`src/rtl/usart_pkg.sv`:
```
// Shared USART definitions: receiver/transmitter state enum, the default
// bit period and the 12-bit bit-period type used by usart_rx and usart_tx.
package usart_pkg;

    // Bit period (in serial_clock cycles) used when clocks_per_bit is 0.
    localparam int DEFAULT_CLOCKS_PER_BIT = 32;

    // Bit period / cycle counter width shared by receiver and transmitter.
    typedef logic [11:0] bit_period_t;

    typedef enum logic [2:0] {
        IDLE      = 3'd0,
        START     = 3'd1,
        DATA      = 3'd2,
        PARITY    = 3'd3,
        STOP      = 3'd4,
        WAIT_IDLE = 3'd5
    } usart_state_e;

    // A zero request selects the default period; anything else is used as-is.
    function automatic bit_period_t effective_period(input bit_period_t requested,
                                                     input bit_period_t fallback);
        return (requested == '0) ? fallback : requested;
    endfunction

endpackage

```
`src/rtl/sync_2ff.sv`:
```
// Two-flop synchronizer for an asynchronous single-bit input. The reset
// value is a parameter so an idle-high line does not look like an edge.
module sync_2ff #(
    parameter logic RESET_VALUE = 1'b1
) (
    input  logic clk_i,
    input  logic rst_i,
    input  logic d_i,
    output logic q_o
);

    logic meta_q;
    logic sync_q;

    // Two back-to-back flops; only sync_q is used by downstream logic.
    always_ff @(posedge clk_i or posedge rst_i) begin
        if (rst_i) begin
            meta_q <= RESET_VALUE;
            sync_q <= RESET_VALUE;
        end else begin
            meta_q <= d_i;
            sync_q <= meta_q;
        end
    end

    assign q_o = sync_q;

endmodule

```
`src/rtl/usart_rx.sv`:
```
// USART asynchronous receiver, 8 data bits, LSB first, one stop bit.
// Bytes are offered on a valid/ready handshake through a single holding
// register; rts_pin mirrors "holding register full".
//
// Handshake: data_out is consumed on any rising edge where valid && ready
// are both high; valid drops on that edge unless a new byte completes on
// the same edge, in which case the new byte is presented and valid stays.
//
// Build option: define USART_RX_PARITY_EN to expect one even-parity bit
// between the data bits and the stop bit.
module usart_rx #(
    parameter int DEFAULT_CLOCKS_PER_BIT = usart_pkg::DEFAULT_CLOCKS_PER_BIT,
    parameter int DATA_BITS              = 8
) (
    input  logic                   serial_clock,
    input  logic                   reset,
    input  logic [11:0]            clocks_per_bit,
    output logic [DATA_BITS-1:0]   data_out,
    output logic                   valid,
    input  logic                   ready,
    output logic                   error,
    input  logic                   rx_pin,
    output logic                   rts_pin,
    output usart_pkg::usart_state_e state_dbg
);

    import usart_pkg::*;

    localparam logic [2:0] LAST_BIT = 3'(DATA_BITS - 1);

    logic                 line_s;
    logic                 line_prev_q;
    usart_state_e         state_q;
    bit_period_t          cnt_q;
    bit_period_t          period_q;
    logic [2:0]           bit_idx_q;
    logic [DATA_BITS-1:0] shift_q;
    logic [DATA_BITS-1:0] data_q;
    logic                 valid_q;
    logic                 error_q;
    logic                 rts_q;
`ifdef USART_RX_PARITY_EN
    logic                 parity_err_q;
`endif

    bit_period_t          period_d;
    logic [12:0]          cnt_next;
    logic                 half_done;
    logic                 bit_done;
    logic                 consume;

    sync_2ff #(
        .RESET_VALUE(1'b1)
    ) u_sync (
        .clk_i (serial_clock),
        .rst_i (reset),
        .d_i   (rx_pin),
        .q_o   (line_s)
    );

    // Period and counter terminal conditions. Comparisons are ">=" on a
    // 13-bit count so tiny (unsupported) periods still terminate.
    always_comb begin
        period_d  = effective_period(clocks_per_bit, bit_period_t'(DEFAULT_CLOCKS_PER_BIT));
        cnt_next  = {1'b0, cnt_q} + 13'd1;
        half_done = cnt_next >= {2'b00, period_q[11:1]};
        bit_done  = cnt_next >= {1'b0, period_q};
        consume   = valid_q && ready;
    end

    // Receive state machine with its counters, shift register and outputs.
    always_ff @(posedge serial_clock or posedge reset) begin
        if (reset) begin
            line_prev_q  <= 1'b1;
            state_q      <= IDLE;
            cnt_q        <= '0;
            period_q     <= bit_period_t'(DEFAULT_CLOCKS_PER_BIT);
            bit_idx_q    <= '0;
            shift_q      <= '0;
            data_q       <= '0;
            valid_q      <= 1'b0;
            error_q      <= 1'b0;
            rts_q        <= 1'b0;
`ifdef USART_RX_PARITY_EN
            parity_err_q <= 1'b0;
`endif
        end else begin
            line_prev_q <= line_s;

            // Consumption; a byte completing this cycle overrides it below.
            if (consume) begin
                valid_q <= 1'b0;
                rts_q   <= 1'b0;
            end

            case (state_q)
                IDLE: begin
                    if (line_prev_q && !line_s) begin
                        state_q  <= START;
                        period_q <= period_d;
                        cnt_q    <= '0;
                    end
                end

                START: begin
                    if (half_done) begin
                        cnt_q <= '0;
                        if (!line_s) begin
                            state_q      <= DATA;
                            bit_idx_q    <= '0;
                            error_q      <= 1'b0;
`ifdef USART_RX_PARITY_EN
                            parity_err_q <= 1'b0;
`endif
                        end else begin
                            state_q <= IDLE;
                        end
                    end else begin
                        cnt_q <= cnt_q + 12'd1;
                    end
                end

                DATA: begin
                    if (bit_done) begin
                        cnt_q              <= '0;
                        shift_q[bit_idx_q] <= line_s;
                        if (bit_idx_q == LAST_BIT) begin
`ifdef USART_RX_PARITY_EN
                            state_q <= PARITY;
`else
                            state_q <= STOP;
`endif
                        end else begin
                            bit_idx_q <= bit_idx_q + 3'd1;
                        end
                    end else begin
                        cnt_q <= cnt_q + 12'd1;
                    end
                end

`ifdef USART_RX_PARITY_EN
                PARITY: begin
                    if (bit_done) begin
                        cnt_q        <= '0;
                        // Even parity: data ones plus parity bit must be even.
                        parity_err_q <= (^shift_q) ^ line_s;
                        state_q      <= STOP;
                    end else begin
                        cnt_q <= cnt_q + 12'd1;
                    end
                end
`endif

                STOP: begin
                    if (bit_done) begin
                        cnt_q <= '0;
                        if (line_s) begin
                            state_q <= IDLE;
`ifdef USART_RX_PARITY_EN
                            if (parity_err_q) begin
                                error_q <= 1'b1;
                            end else begin
                                data_q  <= shift_q;
                                valid_q <= 1'b1;
                                rts_q   <= 1'b1;
                                if (valid_q && !ready) error_q <= 1'b1;
                            end
`else
                            data_q  <= shift_q;
                            valid_q <= 1'b1;
                            rts_q   <= 1'b1;
                            if (valid_q && !ready) error_q <= 1'b1;
`endif
                        end else begin
                            // Framing error: byte is shown but not offered.
                            error_q <= 1'b1;
                            data_q  <= shift_q;
                            state_q <= WAIT_IDLE;
                        end
                    end else begin
                        cnt_q <= cnt_q + 12'd1;
                    end
                end

                WAIT_IDLE: begin
                    if (line_s) state_q <= IDLE;
                end

                default: begin
                    state_q <= IDLE;
                    cnt_q   <= '0;
                end
            endcase
        end
    end

    assign data_out  = data_q;
    assign valid     = valid_q;
    assign error     = error_q;
    assign rts_pin   = rts_q;
    assign state_dbg = state_q;

endmodule

```
`config.mk`:
```
export PLATFORM = sky130hd
export DESIGN_NAME = usart_rx
export DESIGN_NICKNAME = d
export VERILOG_FILES = /design/src/rtl/usart_pkg.sv /design/src/rtl/sync_2ff.sv /design/src/rtl/usart_rx.sv
export SDC_FILE = /design/constraint.sdc
export NUM_CORES = 1
export LEC_CHECK = 0
export ABC_AREA = 1
export CORE_UTILIZATION = 30
export DETAILED_ROUTE_END_ITERATION = 8
export SYNTH_ARGS = -nofsm -noshare
export SYNTH_HDL_FRONTEND = slang
export SYNTH_SLANG_ARGS = --single-unit
```
`constraint.sdc`:
```
create_clock -name serial_clock -period 2.9 [get_ports serial_clock]
set_input_delay 0.58 -clock serial_clock [delete_from_list [all_inputs] [get_ports serial_clock]]
set_output_delay 0.58 -clock serial_clock [all_outputs]
set_load 0.1 [all_outputs]
```
==> run_results.csv, run 1 <==
group,metric,value,unit
floorplanning,coreArea,10900,sq um
sta,setup_tns,0,ps
drt,drt_first_iter_violations,159,
setup_path,crit_slowest_cell,"dfrtp_1",
synthesis,post-synth-top-area-cell,"dfrtp_1",
sta,post-route-period-util,92.8,%
floorplanning,dieWidth,108,um
sta,fmax,372,MHz
finish,antennaDiodeCount,0,
floorplanning,row_count,38,
synthesis,ys_ff_latch,52,
cts,htree_levels,2,
synthesis,syn_avg_cell_area,7.61,sq um
sta,fin_skew,4.23,ps
drt,wl_per_cell,11.5,um
finish,final_common_cell,"nand2_1",
placed_design,gp_congestion,0.805,
setup_path,crit_top_cell,"nand2_1",
setup_path,crit_family,"simple AND/OR/NAND/NOR gates",
drt,wl,7310,um
synthesis,synth.area.top_cells,"dfrtp_1 (35%), nand2_1 (16%), ha_1 (9.6%)",
sta,worst_pin_slew,875,ps
drt,dr.pass1.iters,5,
floorplanning,die-area,11800,sq um
floorplanning,initial_core_util,31.1,%
synthesis,synth_fp_nets,489,
cts,cts_hold_buf,0,
drt,ant_nets,0,
global_routing,antenna_found_initial,0,
setup_path,crit_buf_inv,3,
setup_path,required,3130,ps
synthesis,syn_inst,447,
floorplanning,die_h,108,um
floorplanning,io_pins,30,
min_path,whs_path_depth,0,
synthesis,syn_area,3400,sq um
sta,finalMaxSlewViolations,0,
drt,viasPerCell,4.44,
sta,max-slew-margin-rel,41.6,%
finish,final_cell_mix,"nand2_1 (142), inv_1 (64), dfrtp_1 (46)",
synthesis,synth_seq_area_share,38.4,%
synthesis,ys_warn_count,0,
placed_design,pre_cts_ws,40.1,ps
setup_path,worstSetupStartpointType,"flip-flop",
finish,area_delta_synth_final,21.6,%
cts,clock_path_buffers,2,
setup_path,regToRegSetupSlack,210,ps
setup_path,crit_cells,19,
placed_design,place_hpwl,5530,um
cts,root_buffer,"clkbuf_16",
cts,insertion_delay,290,ps
sta,hold_viol,0,
cts,clk_pin_slew,70,ps
placed_design,io_buffers,29,
cts,cts_made_buffers,5,
finish,layout-drive-gt1-share,18.3,%
flow_run,cap_violations,0,
global_routing,first_global_vias,2705,
finish,utilization,37.8,%
setup_path,max_stage_delay,380,ps
global_routing,grt_usage,13.4,%
finish,nets,534,
cts,cts_sinks,52,
synthesis,yosysUniqueCellTypes,34,
drt,vias,2813,
setup_path,cp-end-kind,"flip-flop",
synthesis,synth_top_area_share,35.3,%
min_path,min_path_type,"reg -> reg",
power_and_ir_drop,ir_worst_vdd,0.201,mV
drt,drc,0,
finish,fin_cells,633,
setup_path,crit_path_max_fanout,10,
power_and_ir_drop,power_density,340,nW/um^2
status,status,"finished, final reports clean",
global_routing,grt_remaining_overflow,0,
sta,final.min_clock_period,2690,ps
sta,fin_ws,210,ps
setup_path,path_cells,"ha_2, nand2_2, nor2_4, nand4_1, xor2_1, inv_1, ha_4, a21oi_1, nor2_1, nor2_1, nand2_1, inv_2, buf_4, nand3_4, nand2_8, nand2_4, nand2_2, nand2_1, nand2_1",
cts,cts_tree,"done",
power_and_ir_drop,leakage,2.26,nW
sta,hold_slack,361,ps
setup_path,ff2ff_path_depth,19,
placed_design,dpl.cell_count,616,
setup_path,cp.arrival,2920,ps
setup_path,crit_type,"reg -> reg",
sta,setup_viol,0,
global_routing,grt_pass1_wl,12600,um
global_routing,grt_max_degree,42,
[cells in the mapped netlist]
| cell type | n |
|---|---|
| nand2_1 | 145 |
| inv_1 | 65 |
| dfrtp_1 | 48 |
| nor2_1 | 35 |
| nand3_1 | 30 |
| ha_1 | 26 |
| o21ai_0 | 20 |
| nand2_2 | 14 |
| a21oi_1 | 10 |
| nand4_1 | 6 |
| clkbuf_1 | 5 |
| dfstp_2 | 4 |
| nand3_4 | 4 |
| xnor2_1 | 4 |
| inv_2 | 3 |
| nand2_4 | 3 |
| nor2_2 | 3 |
| xor2_1 | 3 |
| nand3b_1 | 2 |
| nor2_4 | 2 |
| nor2_8 | 2 |
| a21o_1 | 1 |
| a311oi_1 | 1 |
| a31oi_1 | 1 |
| buf_6 | 1 |
| clkinv_1 | 1 |
| inv_4 | 1 |
| nand4_2 | 1 |
| nand4_4 | 1 |
| nor3_1 | 1 |
| nor3_2 | 1 |
| nor4_1 | 1 |
| or2_2 | 1 |
| xnor2_4 | 1 |
[worst reg2reg max path: stages, from the launching register on]
cell and delay, ps:
dfrtp_1 380, ha_2 200, nand2_2 70, nor2_4 140, nand4_1 110, xor2_1 200, inv_1 110, ha_4 220
a21oi_1 140, nor2_1 60, nor2_1 120, nand2_1 80, inv_2 90, buf_4 120, nand3_4 150, nand2_8 150
nand2_4 70, nand2_2 90, nand2_1 50, nand2_1 60
[where the power goes]
group          switching [W]  internal, W
clock network       0.000283     0.000328
logic              0.0000346    0.0000249
registers         0.00000380     0.000731
total               0.000321      0.00108
[path summary, 6_finish.rpt]
check,startpoint,endpoint
setup / recovery,cnt_q[1],bit_idx_q[2]
hold / removal,u_sync.meta_q,u_sync.q_o
setup reg to reg,cnt_q[1],bit_idx_q[2]
hold reg to reg,u_sync.meta_q,u_sync.q_o
max in group asynchronous,reset,valid
min in group asynchronous,reset,data_out[4]
[metal layers]
layer	part of all wire, %	global-route usage [%]
met5	0	0
met4	1.2	4.05
met3	2.6	1.63
met2	45	21.4
met1	52	18.9
[flip-flops by register name, indices dropped and copies added, names as in the netlist, 3 cells and up]
signal     count
period_q      12
cnt_q         12
bit_idx_q      3
state_dbg      3
shift_q        8
data_out       8
[metrics by stage]
stage | cell area (sq um) | total power (W)
3_5_place_dp | 3850 | 0.000810
5_1_grt | 4130 | 0.00146
2_1_floorplan | 3400 | 0.000776
3_3_place_gp | 3850 | 0.000809
6_report | 4130 | 0.00140
4_1_cts | 4000 | 0.00142
[area by class of cell]
cell class / count / area [sq um]
Clock buffer: 5 / 125
Clock inverter: 3 / 27.5
Fill cell: 1140 / 6800
Inverter: 70 / 265
Multi-Input combinational cell: 320 / 1870
Sequential cell: 52 / 1310
Tap cell: 140 / 175
Timing Repair Buffer: 43 / 360
[kinds of logic (layout without fill, tap and decap cells)]
family,count (synthesis),after routing,synth area share [%]
xor gates and xnor gates,8,8,2.61
buffers and inverters,76,121,8.68
AOI/OAI and AO/OA,33,33,5.08
adders and majority gates,26,26,9.57
and+or+nand+nor,252,253,35.7
DFF,52,52,38.4
[repair_timing]
action,4_1_cts,5_1_grt
setup endpoints to repair,0,28
setup buffers,0,8
resized for setup,0,14
No activity file was read; power rests on OpenSTA's default activity.
==> inputs of run 2 (changes only) <==
--- a/config.mk
+++ b/config.mk
@@ -6,6 +6,7 @@
 export NUM_CORES = 1
 export LEC_CHECK = 0
 export ABC_AREA = 1
+export CORE_MARGIN = 1.5
 export CORE_UTILIZATION = 30
 export DETAILED_ROUTE_END_ITERATION = 8
 export SYNTH_ARGS = -nofsm -noshare
==> constraint.sdc (replaced) <==
create_clock -name serial_clock -period 3.1 [get_ports serial_clock]
set_input_delay 0.62 -clock serial_clock [delete_from_list [all_inputs] [get_ports serial_clock]]
set_output_delay 0.62 -clock serial_clock [all_outputs]
set_load 0.1 [all_outputs]
==> run_results.csv, run 2 (same netlist as run 1, synthesis figures left out) <==
group,metric,value,unit
power_and_ir_drop,leakage,2.20,nW
placed_design,pre_cts_ws,180,ps
cts,cts_sinks,52,
min_path,whs_path_depth,0,
sta,final.min_clock_period,2790,ps
sta,max-slew-margin-rel,57.0,%
min_path,min_path_type,"reg -> reg",
power_and_ir_drop,power_density,328,nW/um^2
global_routing,first_global_vias,2595,
setup_path,cp.arrival,2980,ps
drt,drt_first_iter_violations,119,
sta,finalMaxSlewViolations,0,
sta,fin_ws,306,ps
finish,postLayoutCellArea,3990,sq um
placed_design,gp_congestion,0.842,
global_routing,grt_max_degree,53,
placed_design,placed_area,3820,sq um
sta,hold_viol,0,
sta,post-route-period-util,90.1,%
finish,reg_top3,"cnt_q: 12 flops, period_q: 12 flops",
floorplanning,coreArea,10900,sq um
global_routing,gr-usage-met2,20.1,%
setup_path,reg2reg_to,"bit_idx_q[0]",
cts,insertion_delay,300,ps
global_routing,grt_busiest_layer,"met2",
cts,htree_levels,2,
placed_design,dpl.cell_count,613,
setup_path,crit_type,"reg -> reg",
cts,clock_path_buffers,2,
global_routing,grt_use_met1,18.3,%
finish,layout-drive-gt1-share,14.3,%
min_path,holdPathEnd,"u_sync.q_o",
cts,cts_made_buffers,5,
global_routing,grt_usage,12.9,%
floorplanning,dieWidth,109,um
setup_path,ff2ff_path_depth,16,
setup_path,cp-end-kind,"flip-flop",
setup_path,regToRegSetupSlack,310,ps
setup_path,required,3290,ps
power_and_ir_drop,ir_worst_vdd,0.206,mV
floorplanning,io_pins,30,
drt,wl,7040,um
drt,ant_nets,0,
sta,fin_skew,7.78,ps
sta,rsz0062_at_grt,"no",
finish,antennaDiodeCount,0,
global_routing,antenna_found_initial,0,
cts,clk_pin_slew,70,ps
global_routing,grt_remaining_overflow,0,
drt,vias,2780,
drt,viasPerCell,4.48,
floorplanning,row_count,38,
finish,nets,522,
finish,fin_cells,621,
global_routing,grt_util_met3,1.72,%
cts,post_cts_buffers,0,
drt,drc,0,
cts,root_buffer,"clkbuf_16",
finish,final_cell_mix,"nand2_1 (145), inv_1 (64), dfrtp_1 (48)",
sta,worst_pin_slew,645,ps
cts,cts_tree,"done",
placed_design,io_buffers,29,
drt,dr.pass1.iters,4,
setup_path,worstSetupStartpointType,"flip-flop",
min_path,min_from,"u_sync.meta_q",
setup_path,r2r_start,"cnt_q[0]",
sta,setup_viol,0,
finish,nFillCells,1139,
drt,wl_per_cell,11.3,um
status,status,"finished, final reports clean",
setup_path,crit_path_max_fanout,10,
global_routing,grt_pass1_wl,12200,um
placed_design,place_hpwl,5430,um
sta,setup_tns,0,ps
floorplanning,initial_core_util,31.1,%
floorplanning,die_h,109,um
finish,area_delta_synth_final,17.3,%
finish,final_common_cell,"nand2_1",
floorplanning,die-area,12000,sq um
sta,fmax,358,MHz
power_and_ir_drop,fin_total_pwr,0.00131,W
flow_run,cap_violations,0,
==> run 2: area by class of cell <==
| class | instances | area [sq um] | share of cell area [%] |
|---|---|---|---|
| Clock inverter | 3 | 25.0 | 0.627 |
| Tap cell | 140 | 175 | 4.39 |
| Sequential cell | 52 | 1310 | 32.7 |
| Timing Repair Buffer | 32 | 278 | 6.96 |
| Inverter | 70 | 265 | 6.65 |
| Clock buffer | 5 | 125 | 3.14 |
| Multi-Input combinational cell | 319 | 1810 | 45.5 |
==> run 2: power by group <==
group | switching [W] | leakage (nW) | internal, W | total [W]
logic | 0.0000324 | 1.50 | 0.0000226 | 0.0000551
registers | 0.00000350 | 0.634 | 0.000684 | 0.000687
clock network | 0.000262 | 0.0708 | 0.000305 | 0.000568
==> run 2: worst max-delay path, stage by stage, from the launching register on <==
cell and delay (ps):
dfrtp_1 450, ha_1 210, nand2_1 100, nor2_4 180, nand4_1 110, xor2_1 190, inv_1 90, ha_1 300
nand2_1 70, nor2_2 190, nand4_4 160, nand3_4 160, nand2_4 130, nand2_4 120, nand2_2 80, nand2_1 80
nand2_1 50
==> run 2: layer usage <==
layer | vias to the layer above | part of all wire, %
li1 | 1461 | -
met1 | 1265 | 51
met2 | 46 | 45
met3 | 8 | 3.1
met4 | 0 | 1.3
met5 | - | 0
==> run 2: timing repair <==
action | CTS | global route
setup endpoints to repair | 0 | 22
hold buffers | 0 | 0
resized for setup | 0 | 3
==> run 2: how the worst max path moves through the flow <==
| stage | start | end |
|---|---|---|
| 2_1_floorplan | cnt_q[0] | shift_q[0] |
| 3_3_place_gp | cnt_q[0] | cnt_q[10] |
| 3_5_place_dp | cnt_q[0] | cnt_q[10] |
| 4_1_cts | cnt_q[0] | cnt_q[10] |
| 5_1_grt | cnt_q[0] | shift_q[3] |
| 6_report | cnt_q[0] | bit_idx_q[0] |
==> run 2: per-stage QoR <==
stage | hold slack [ps] | utilization, %
CTS | 360 | 36.3
global placement | 347 | 35.0
finish | 358 | 36.5
floorplan | 345 | -
detailed placement | 350 | 35.0
global route | 364 | 36.5
==> inputs of run 3 (changes only) <==
==> constraint.sdc (replaced) <==
create_clock -name serial_clock -period 3.3 [get_ports serial_clock]
set_input_delay 0.33 -clock serial_clock [delete_from_list [all_inputs] [get_ports serial_clock]]
set_output_delay 0.33 -clock serial_clock [all_outputs]
set_load 0.1 [all_outputs]
==> run_results.csv, run 3 (same netlist as run 1, synthesis figures left out) <==
group,metric,value,unit
status,status,"finished, final reports clean",
cts,cts_resized,0,
drt,wl,7220,um
cts,insertion_delay,290,ps
cts,cts_sinks,52,
setup_path,regToRegSetupSlack,330,ps
setup_path,cp-end-kind,"flip-flop",
cts,clk_pin_slew,70,ps
global_routing,grt_pass1_wl,12400,um
floorplanning,die_h,109,um
drt,viasPerCell,4.46,
global_routing,grt_usage,13.2,%
finish,antennaDiodeCount,0,
setup_path,required,3480,ps
floorplanning,coreArea,10900,sq um
floorplanning,dieWidth,109,um
finish,final_cell_mix,"nand2_1 (145), inv_1 (64), dfrtp_1 (48)",
global_routing,grt_max_degree,30,
cts,post_cts_buffers,0,
cts,cts_made_buffers,5,
placed_design,gp_congestion,0.822,
drt,ant_nets,0,
sta,max-slew-margin-rel,33.3,%
cts,cts_hold_buf,0,
sta,post-route-period-util,89.9,%
global_routing,grt_remaining_overflow,0,
placed_design,place_hpwl,5650,um
min_path,min_path_type,"reg -> reg",
drt,drt_first_iter_violations,138,
global_routing,first_global_vias,2676,
setup_path,cp.arrival,3150,ps
floorplanning,row_count,38,
finish,nFillCells,1143,
cts,clock_path_buffers,2,
sta,hold_slack,357,ps
floorplanning,io_pins,30,
floorplanning,initial_core_util,31.1,%
finish,reg_top3,"cnt_q: 12 flops, period_q: 12 flops",
finish,nets,522,
cts,cts_tree,"done",
placed_design,io_buffers,29,
sta,hold_viol,0,
finish,layout-drive-gt1-share,11.0,%
cts,htree_levels,2,
sta,fin_skew,6.21,ps
finish,area_delta_synth_final,17.9,%
cts,root_buffer,"clkbuf_16",
placed_design,placed_area,3860,sq um
sta,fmax,337,MHz
drt,drc,0,
drt,wl_per_cell,11.6,um
sta,setup_tns,0,ps
sta,setup_viol,0,
finish,postLayoutCellArea,4010,sq um
power_and_ir_drop,ir_worst_vdd,0.176,mV
finish,final_common_cell,"nand2_1",
sta,final.min_clock_period,2970,ps
sta,worst_pin_slew,997,ps
sta,rsz0062_at_grt,"no",
setup_path,worstSetupStartpointType,"flip-flop",
setup_path,crit_type,"reg -> reg",
flow_run,cap_violations,0,
setup_path,crit_path_max_fanout,11,
drt,dr.pass1.iters,4,
power_and_ir_drop,power_density,308,nW/um^2
drt,vias,2768,
power_and_ir_drop,leakage,2.17,nW
floorplanning,die-area,12000,sq um
global_routing,antenna_found_initial,0,
sta,finalMaxSlewViolations,0,
==> run 3: cell count changes in the layout (fill, tap and decap cells not counted), sizes merged <==
cell	delta
clkdlybuf4s50	+14
buf	-14
==> run 3: layout make-up <==
type                    instances  area [sq um]  area share [%]
clock buffers                   5           125            3.12
clock inverters                 3          25.0           0.624
inverters                      70           265            6.62
multi-input cells             319          1800            44.9
flip-flops and latches         52          1310            32.6
well taps                     140           175            4.37
repair buffers                 32           313            7.80
==> run 3: where the power goes <==
part	switching, W	leakage [nW]	internal [W]
Sequential	0.00000332	0.634	0.000642
Combinational	0.0000305	1.46	0.0000216
Clock	0.000249	0.0708	0.000287
==> run 3: per-layer routing <==
layer | vias up | GRT usage (%) | share of wire, % | wire, um
li1 | 1462 | - | - | -
met1 | 1257 | 18.0 | 51 | 3700
met2 | 43 | 21.5 | 45 | 3230
met3 | 6 | 1.78 | 2.6 | 188
met4 | 0 | 4.73 | 1.3 | 97
met5 | - | 0 | 0 | 0
==> run 3: per-stage QoR <==
stage | cells | total power, W | setup slack (ps) | util (%)
floorplan | 447 | 0.000682 | 691 | -
global placement | 613 | 0.000711 | 499 | 35.3
detailed placement | 613 | 0.000711 | 357 | 35.3
CTS | 621 | 0.00125 | 326 | 36.7
global route | 621 | 0.00128 | 9.33 | 36.7
finish | 621 | 0.00123 | 334 | 36.7
==> run 3: worst paths after layout <==
check	startpoint	endpoint	depth (start not counted)
setup / recovery	cnt_q[0]	cnt_q[10]	16
hold / removal	u_sync.meta_q	u_sync.q_o	0
setup reg to reg	cnt_q[0]	cnt_q[10]	16
hold reg to reg	u_sync.meta_q	u_sync.q_o	0
max in group asynchronous	reset	line_prev_q	3
min in group asynchronous	reset	data_out[4]	2
==> run 3: critical path, stage by stage (launching register included) <==
cell and delay (ps):
dfrtp_1 450, ha_1 200, nand2_1 100, nor2_4 190, nand4_1 120, xor2_1 190
inv_1 80, ha_1 310, nand2_1 60, nor2_1 290, nand4_4 190, nand4_2 130
nand2_4 80, inv_4 70, nand2_2 210, nand2_1 130, nand2_1 60
